==> src/rtl/spdif_sample_pairer.sv <==
// spdif_sample_pairer
//   Pairs left/right S/PDIF subframe strobes into stereo frames. Frames are
//   held in a small first-word-fall-through FIFO and handed to the consumer
//   over a valid/ready handshake. Sticky flags report overflow and pairing
//   errors.
//   Optional build macro SPDIF_PAIR_STATS_EN adds drop_cnt_o, a saturating
//   16-bit count of dropped frames and discarded samples.
module spdif_sample_pairer #(
    parameter int FIFO_DEPTH_LOG2 = 2,
    parameter int SAMPLE_W        = 24
) (
    input  logic                       clk,
    input  logic                       rst_n,
    input  logic [SAMPLE_W-1:0]        data_i,
    input  logic                       ack_i,
    input  logic                       lrck_i,
    input  logic                       locked_i,
    output logic [SAMPLE_W-1:0]        left_o,
    output logic [SAMPLE_W-1:0]        right_o,
    output logic                       valid_o,
    input  logic                       ready_i,
    output logic                       overflow_o,
    output logic                       pair_err_o,
    input  logic                       clr_i,
`ifdef SPDIF_PAIR_STATS_EN
    output logic [15:0]                drop_cnt_o,
`endif
    output logic [FIFO_DEPTH_LOG2:0]   level_o
);

    localparam int AW    = FIFO_DEPTH_LOG2;
    localparam int DEPTH = 1 << AW;
    localparam int FW    = 2 * SAMPLE_W;

    typedef enum logic {
        IDLE   = 1'b0,
        HAVE_L = 1'b1
    } pair_state_t;

    // ------------------------------------------------------------------
    // Pairing FSM signals
    // ------------------------------------------------------------------
    pair_state_t           state_reg, state_next;
    logic [SAMPLE_W-1:0]   hold_reg, hold_next;
    logic                  push_req;
    logic                  pair_err_evt;

    // ------------------------------------------------------------------
    // FIFO signals
    // ------------------------------------------------------------------
    logic [FW-1:0]         mem [DEPTH];
    logic [AW-1:0]         wr_ptr_reg, rd_ptr_reg;
    logic [AW-1:0]         rd_ptr_plus1;
    logic [AW:0]           level_reg, level_next;
    logic [FW-1:0]         head_reg, head_next;
    logic [FW-1:0]         wr_data;
    logic                  full;
    logic                  pop;
    logic                  push_ok;
    logic                  overflow_evt;
    logic                  overflow_reg;
    logic                  pair_err_reg;

    // Pair FSM state and left-sample hold register
    always_ff @(posedge clk or negedge rst_n) begin
        if (!rst_n) begin
            state_reg <= IDLE;
            hold_reg  <= '0;
        end else begin
            state_reg <= state_next;
            hold_reg  <= hold_next;
        end
    end

    // Pair FSM next state: strobes only count while the receiver is locked;
    // losing lock abandons any held left sample.
    always_comb begin
        state_next   = state_reg;
        hold_next    = hold_reg;
        push_req     = 1'b0;
        pair_err_evt = 1'b0;
        if (!locked_i) begin
            state_next = IDLE;
        end else if (ack_i) begin
            case (state_reg)
                IDLE: begin
                    if (!lrck_i) begin
                        hold_next  = data_i;
                        state_next = HAVE_L;
                    end else begin
                        pair_err_evt = 1'b1;
                    end
                end
                HAVE_L: begin
                    if (lrck_i) begin
                        push_req   = 1'b1;
                        state_next = IDLE;
                    end else begin
                        hold_next    = data_i;
                        pair_err_evt = 1'b1;
                    end
                end
                default: state_next = IDLE;
            endcase
        end
    end

    assign wr_data      = {hold_reg, data_i};
    assign full         = (level_reg == (AW+1)'(DEPTH));
    assign pop          = valid_o && ready_i;
    // A full FIFO still accepts a frame when the head leaves on the same edge.
    assign push_ok      = push_req && (!full || pop);
    assign overflow_evt = push_req && full && !pop;
    assign rd_ptr_plus1 = rd_ptr_reg + 1'b1;

    // Frame storage: write-only array, read through the registered head
    always_ff @(posedge clk) begin
        if (push_ok) begin
            mem[wr_ptr_reg] <= wr_data;
        end
    end

    // Occupancy and registered head: head tracks the oldest stored frame,
    // taking the incoming frame directly when it becomes the oldest.
    always_comb begin
        level_next = level_reg;
        head_next  = head_reg;
        case ({push_ok, pop})
            2'b10:   level_next = level_reg + 1'b1;
            2'b01:   level_next = level_reg - 1'b1;
            default: level_next = level_reg;
        endcase
        if (pop) begin
            if (level_reg == (AW+1)'(1)) begin
                if (push_ok) begin
                    head_next = wr_data;
                end
            end else begin
                head_next = mem[rd_ptr_plus1];
            end
        end else if (push_ok && (level_reg == '0)) begin
            head_next = wr_data;
        end
    end

    // FIFO pointers, level and head register
    always_ff @(posedge clk or negedge rst_n) begin
        if (!rst_n) begin
            wr_ptr_reg <= '0;
            rd_ptr_reg <= '0;
            level_reg  <= '0;
            head_reg   <= '0;
        end else begin
            if (push_ok) begin
                wr_ptr_reg <= wr_ptr_reg + 1'b1;
            end
            if (pop) begin
                rd_ptr_reg <= rd_ptr_plus1;
            end
            level_reg <= level_next;
            head_reg  <= head_next;
        end
    end

    // Sticky error flags: a new event outranks a same-cycle clear
    always_ff @(posedge clk or negedge rst_n) begin
        if (!rst_n) begin
            overflow_reg <= 1'b0;
            pair_err_reg <= 1'b0;
        end else begin
            if (overflow_evt) begin
                overflow_reg <= 1'b1;
            end else if (clr_i) begin
                overflow_reg <= 1'b0;
            end
            if (pair_err_evt) begin
                pair_err_reg <= 1'b1;
            end else if (clr_i) begin
                pair_err_reg <= 1'b0;
            end
        end
    end

`ifdef SPDIF_PAIR_STATS_EN
    logic [15:0] drop_cnt_reg;
    logic        drop_evt;

    // Overflow drops and pairing discards never coincide, so one increment suffices
    assign drop_evt = overflow_evt || pair_err_evt;

    // Saturating drop counter; an event on a clearing cycle restarts at 1
    always_ff @(posedge clk or negedge rst_n) begin
        if (!rst_n) begin
            drop_cnt_reg <= '0;
        end else if (clr_i) begin
            drop_cnt_reg <= drop_evt ? 16'd1 : 16'd0;
        end else if (drop_evt && (drop_cnt_reg != 16'hFFFF)) begin
            drop_cnt_reg <= drop_cnt_reg + 16'd1;
        end
    end

    assign drop_cnt_o = drop_cnt_reg;
`endif

    assign valid_o    = (level_reg != '0);
    assign level_o    = level_reg;
    assign left_o     = head_reg[FW-1:SAMPLE_W];
    assign right_o    = head_reg[SAMPLE_W-1:0];
    assign overflow_o = overflow_reg;
    assign pair_err_o = pair_err_reg;

endmodule

==> config.mk <==
export PLATFORM = sky130hd
export DESIGN_NAME = spdif_sample_pairer
export DESIGN_NICKNAME = d
export VERILOG_FILES = /design/src/rtl/spdif_sample_pairer.sv
export SDC_FILE = /design/constraint.sdc
export NUM_CORES = 1
export LEC_CHECK = 0
export CORE_UTILIZATION = 60
export CTS_CLUSTER_SIZE = 40
export DETAILED_ROUTE_END_ITERATION = 12
export GPL_ROUTABILITY_DRIVEN = 0
export PLACE_DENSITY = 0.82
export SLEW_MARGIN = 30
export SYNTH_ARGS = -nofsm -noshare
export SYNTH_HDL_FRONTEND = slang
export SYNTH_SLANG_ARGS = --single-unit
==> constraint.sdc <==
create_clock -name clk -period 7.69 [get_ports clk]
set_clock_uncertainty 0.1 [all_clocks]
set_input_delay 1.1535 -clock clk [delete_from_list [all_inputs] [get_ports clk]]
set_output_delay 1.1535 -clock clk [all_outputs]
set_load 0.1 [all_outputs]
==> results.txt <==
----------------------------------------------------
[Status]
  Run status ... finished, final reports clean

[Global route]
  Maximum number of pins on one net before global-route repair ... 50
  Number of antenna violations at the first check in global routing ... 0
  Total global routing overflow ... 0
  GRT Overall Usage ... 24.18%
  Global-route wire length before repair ... 32660 um
  Number of global-route vias before repair ... 5801

[STA]
  FMAX ... 253.1 MHz
  Relative slew slack ... 31.99%
  Final worst path period share ... 51.37%
  Final Max Slew Viols ... 0
  Transition at the pin with the smallest max-transition slack ... 1017 ps
  Final period demand of the worst path ... 3950 ps
  Setup violators final ... 0
  Total Neg Setup Slack ... 0 ps
  Final hold viol count ... 0
  Setup repair after global routing missed its margin ... false

[Synth]
  Share of synthesized registers carrying an async set or reset ... 29.93%
  Flip-flop and latch count after synthesis ... 274
  Sequential cell area fraction in the yosys report ... 73.99%
  Total number of yosys warnings ... 0
  Number of distinct library cells after synthesis ... 37
  Number of enable-type register cells in the synthesized netlist ... 192
  Post-Syn Nets ... 575
  Number of instances in the synthesized netlist ... 535
  Syn Std Cell Area ... 10570 sq um
  Syn Area/Cell ... 19.75 sq um
  Top FF cell, synth ... sky130_fd_sc_hd__edfxtp_1

[Setup path]
  Arrival time worst endpoint ... 2700 ps
  Type of element capturing the critical path ... output pin
  Req. time, crit path ... 6440 ps
  Cell depth of the worst flop-to-flop path ... 7
  Critical path startpoint category ... register
  Maximum fanout encountered on the critical timing path ... 7
  Worst setup path category ... register to output pin

[Pwr]
  Leakage dissipation ... 4.417 nW
  Total design power ... 5.605 mW
  Power per cell area ... 445.0 nW/um^2
  IR Drop Worst-Case VDD ... 0.3625 mV

[Cells and area]
  Final standard cell count with taps included and fillers excluded ... 872
  Max FFs per register ... 192
  Layout fillers ... 962
  Share of the core filled with cells in the final layout ... 73.07%
  Final Net Count ... 667
  Layout overhead on the synthesized area ... 19.21%
  Count of inserted antenna diode cells ... 0
  Fraction of final layout cells sized beyond drive strength 1 ... 21.64%

[Floorplanning]
  Ports ... 85
  Effective utilization at floorplan ... 61.30%
  Floorplan row count ... 48
  Die Width ... 134.7 um
  Die height ... 134.7 um
  Die Outline Area ... 18140 sq um
  Core region area ... 17240 sq um

[Clocking]
  CTS Root Cell ... sky130_fd_sc_hd__clkbuf_16
  Count of buffers added by post-CTS timing repair for setup ... 0
  Count of cells resized by post-cts repair ... 0
  CTS Sinks ... 274
  TritonCTS clock tree ... yes
  Clock-pin slew reported for the worst setup and hold paths after clock tree synthesis ... 60 ps
  Maximum buffer depth of the clock tree ... 3
  CTS H-Tree Depth ... 1
  Insertion delay to the later sink of the worst-skew pair ... 510 ps
  TritonCTS Buffers ... 26
  # hold bufs at CTS ... 0

[Detailed routing]
  Average wire length per cell after detail routing ... 24.00 um
  Drt initial violations ... 471
  Total via count after detailed routing ... 5432
  DRC errors left ... 0
  Average vias per placed instance ... 6.229
  Final wirelength ... 20930 um
  Count of TritonRoute iterations in the first routing pass ... 7
  Post-route ant nets ... 0

[Hold path]
  Hold Crit Depth ... 1
  Min-Delay Path Class ... register to register

[Placement]
  Placed Cells ... 824
  Quantity of I/O buffers inserted on ports ... 84
  Post-DP HPWL ... 11300 um

[Job]
  Total of max-cap violations ... 0

----------------------------------------------------
-- power by group --
part / total [mW] / switching (mW) / internal, mW
registers: 2.03 / 0.237 / 1.80
clock network: 1.39 / 0.527 / 0.862
logic: 2.18 / 1.46 / 0.724
-- cells in the final DEF (no fill, tap or decap), types with 2 or more instances in the layout --
cell	synthesis	final
sky130_fd_sc_hd__and2_2	0	4
sky130_fd_sc_hd__bufinv_16	0	6
sky130_fd_sc_hd__a221o_1	48	48
sky130_fd_sc_hd__buf_4	2	10
sky130_fd_sc_hd__mux2_2	25	25
sky130_fd_sc_hd__nor2_1	3	3
sky130_fd_sc_hd__nor2b_1	49	49
sky130_fd_sc_hd__xnor2_1	4	4
sky130_fd_sc_hd__clkbuf_16	0	27
sky130_fd_sc_hd__nor3b_1	2	2
sky130_fd_sc_hd__nand3_1	6	6
sky130_fd_sc_hd__dfrtp_1	82	80
sky130_fd_sc_hd__inv_1	7	7
sky130_fd_sc_hd__clkbuf_8	0	2
sky130_fd_sc_hd__clkbuf_1	10	4
sky130_fd_sc_hd__edfxtp_1	192	192
sky130_fd_sc_hd__mux4_2	48	48
sky130_fd_sc_hd__nand2_1	3	3
sky130_fd_sc_hd__ha_1	9	9
sky130_fd_sc_hd__o21ai_0	4	4
sky130_fd_sc_hd__clkdlybuf4s50_1	0	83
sky130_fd_sc_hd__nand3b_1	2	2
sky130_fd_sc_hd__clkinv_2	0	8
sky130_fd_sc_hd__a31oi_1	2	2
-- cell usage after synthesis (2+ instances only) --
master	number	area, sq um
sky130_fd_sc_hd__dfrtp_1	82	2052
sky130_fd_sc_hd__nand2_1	3	11.26
sky130_fd_sc_hd__a31oi_1	2	12.51
sky130_fd_sc_hd__mux4_2	48	1081
sky130_fd_sc_hd__nor2b_1	49	306.5
sky130_fd_sc_hd__buf_2	12	60.06
sky130_fd_sc_hd__buf_1	4	15.01
sky130_fd_sc_hd__nand3_1	6	30.03
sky130_fd_sc_hd__ha_1	9	112.6
sky130_fd_sc_hd__mux2_2	25	281.5
sky130_fd_sc_hd__edfxtp_1	192	5766
sky130_fd_sc_hd__xnor2_1	4	35.03
sky130_fd_sc_hd__nor3b_1	2	15.01
sky130_fd_sc_hd__buf_4	2	15.01
sky130_fd_sc_hd__nor2_1	3	11.26
sky130_fd_sc_hd__and2_1	5	31.28
sky130_fd_sc_hd__nand3b_1	2	15.01
sky130_fd_sc_hd__o21ai_0	4	20.02
sky130_fd_sc_hd__inv_1	7	26.28
sky130_fd_sc_hd__a221o_1	48	480.5
sky130_fd_sc_hd__clkbuf_1	10	37.54
-- layer usage --
| metal | vias up | GRT usage, % | part of all wire, % |
|---|---|---|---|
| met3 | 21 | 3.453 | 4.5 |
| met5 | - | 0 | 0 |
| met4 | 0 | 4.994 | 1.3 |
| li1 | 2328 | - | - |
| met2 | 178 | 41.09 | 52 |
| met1 | 2905 | 33.97 | 42 |
-- stage by stage --
stage          hold WS [ps]  worst slack [ps]  instance area (sq um)
2_1_floorplan         391.4              4094                  10570
3_3_place_gp          394.5              3585                  11610
3_5_place_dp          399.7              3644                  11650
4_1_cts               416.3              3722                  12590
5_1_grt               426.8              3626                  12590
6_report              412.2              3740                  12590
-- critical path: stages, from the launching register on --
cell,delay (ps)
sky130_fd_sc_hd__dfrtp_1,450
sky130_fd_sc_hd__inv_1,130
sky130_fd_sc_hd__ha_1,290
sky130_fd_sc_hd__nand2b_2,170
sky130_fd_sc_hd__clkdlybuf4s50_1,1150
-- worst paths after layout --
path	start	endpoint	slack, ps
setup / recovery	level_o[1]	valid_o	3740
hold / removal	head_reg[38]	head_reg[38]	410
setup reg to reg	level_o[1]	head_reg[11]	4910
hold reg to reg	head_reg[38]	head_reg[38]	410
max in group asynchronous	rst_n	rd_ptr_reg[1]	5880
min in group asynchronous	rst_n	head_reg[12]	520
-- area by class of cell --
type | instances | area (sq um) | area share [%]
flip-flops and latches | 274 | 7823 | 62.11
multi-input cells | 223 | 2577 | 20.46
repair buffers | 95 | 940.9 | 7.471
clock buffers | 33 | 718.2 | 5.702
well taps | 225 | 281.5 | 2.235
clock inverters | 15 | 227.7 | 1.808
inverters | 7 | 26.28 | 0.2086
-- cell families after synthesis --
kind of cell             after synthesis  synth area share, %
AO/OA/AOI/OAI                         61                5.306
XOR/XNOR                               4               0.3316
adder cells (fa/ha/maj)               10                1.161
buffers and inverters                 38                1.895
flip-flops                           274                73.99
multiplexers                          74                12.99
AND/OR/NAND/NOR                       74                4.323
Power figures use the tool's default switching activity.
==> edit (config.mk and constraints unchanged) <==
The parameter `SAMPLE_W` goes from 24 to 48.
--- a/src/rtl/spdif_sample_pairer.sv
+++ b/src/rtl/spdif_sample_pairer.sv
@@ -8,5 +8,5 @@
 module spdif_sample_pairer #(
     parameter int FIFO_DEPTH_LOG2 = 2,
-    parameter int SAMPLE_W        = 24
+    parameter int SAMPLE_W        = 48
 ) (
     input  logic                       clk,
Ports: changed (resized data_i, left_o and right_o); port bits go from 85 to 157. No check against the original RTL was run, so the function may have changed too.
==> edit against the original RTL <==
  * Clock power increased by 81%
  * Via count is 91% higher
  * Largest cell class unchanged
  * Utilization shrank 1.1 points
  * Sequential cell count increased by 264
  * Largest power group unchanged
  * Worst setup slack worse by 0.24 ns
  * Synthesized area rose by 93%
  * Register-to-register slack worse by 0.72 ns
  * Non-clock buffer count increased by 76
  * Total power grew 90%
  * Wire length grew 100%
  * Design area grew 92%
==> edit: results (changes against the original RTL) <==
qor: status.result_of_the_run complete, no violations
qor: critical_path.worstReg2RegEnd head_reg[90]
qor: global_route.maximum_number_of_pins_on_one_net_before_global_route_repair 106 [+110%]
qor: yosys.synthArstFlopShare 28.6% [-1.3 points]
qor: placed_design.dpl_cell_area 0.0224 sq mm [+92%]
qor: global_route.grtUsageTotal 24.9% [+0.69 points]
qor: global_route.global_route.usage.met1 34.6% [+0.63 points]
qor: sta.final.min_clock_period 4.19 ns [+0.240 ns]
qor: global_route.grt.met2_usage 41.3% [+0.24 points]
qor: hold_path.holdPathEnd head_reg[48]
qor: detailed_routing.via_count 10400 [+91%]
qor: pwr.power.leakage 8.35 nW [+89%]
qor: hold_path.timing.hold.worst.start head_reg[48]
qor: critical_path.critical_path_peak_fanout 53 [+46]
qor: critical_path.setup.worst_path.end mem[2][45]
qor: global_route.global_route_wire_length_before_repair 65700 microns [+100%]
qor: yosys.synth_area 0.0204 sq mm [+93%]
qor: critical_path.launch_point_of_the_critical_path lrck_i
qor: detailed_routing.drtIter0Drc 913 [+94%]
qor: pwr.switching_share 40.3% [+0.70 points]
qor: yosys.synth_commonest_cells edfxtp_1, dfrtp_1, nor2b_1
qor: pwr.worst_ir_drop_vdd 494 uV [+36%]
qor: detailed_routing.via_per_inst 6.28 [+0.86%]
qor: clocking.cts_inserted_buffers 51 [+96%]
qor: detailed_routing.wl_met2 21300 microns [+96%]
qor: global_route.first_global_vias 11100 [+91%]
qor: yosys.syn_nets 1061 [+85%]
qor: yosys.synth.yosys.seq_area_share 75.3% [+1.3 points]
qor: placed_design.detailedPlace.worstSlack 2.93 ns [-0.715 ns]
qor: placed_design.place.detailed.hpwl 22000 microns [+95%]
qor: critical_path.worst_path_largest_cell_delay 0.74 ns [-0.41 ns]
qor: yosys.syn_inst 997 [+86%]
qor: detailed_routing.wl_met1 17100 microns [+94%]
qor: sta.maxSlewHeadroom 31.2% [-0.77 points]
qor: sta.final.hold.worst_slack 0.407 ns [-0.00477 ns]
qor: critical_path.critical-path-slowest-cell and2_4
qor: critical_path.reg2reg_depth 8 [+1]
qor: yosys.synth_cell_type_count 35 [-5.4%]
qor: detailed_routing.drt_pre_antenna_iters 5 [-2]
qor: clocking.clkLatencyLatePin 0.57 ns [+0.06 ns]
qor: pwr.p_clk 2.51 mW [+81%]
qor: pwr.share_comb_of_total_power 39.8% [+0.9 points]
[edit: cell count changes after synthesis, sizes merged, moves of 24 or more]
cell	delta
a221o	+48
mux2	+24
edfxtp	+192
nor2b	+48
dfrtp	+72
mux4	+48
[edit: cell families (layout without fill, tap and decap cells)]
group / count (synthesis) / count (layout) / share of synthesized area, %
muxes: 146 / 146 / 13.3
adders and majority gates: 9 / 9 / 0.551
DFF: 538 / 538 / 75.3
and+or+nand+nor: 122 / 122 / 3.68
AOI/OAI and AO/OA: 110 / 110 / 5.16
buffers and inverters: 68 / 275 / 1.76
xor gates and xnor gates: 4 / 4 / 0.172
[edit: final cells by class]
type                            instances  area [sq um]
Multi-Input combinational cell        391          4710
Clock buffer                           69          1460
Sequential cell                       538         15400
Clock inverter                         27           256
Tap cell                              448           561
Inverter                                8          30.0
Fill cell                            1961          9400
Timing Repair Buffer                  171          1730
[edit: critical path: cells and delay by family]
kind / cells / cell delay [ns]
simple gates: 3 / 1.67
fa+ha+maj: 1 / 0.17
buf+inv: 2 / 1.19
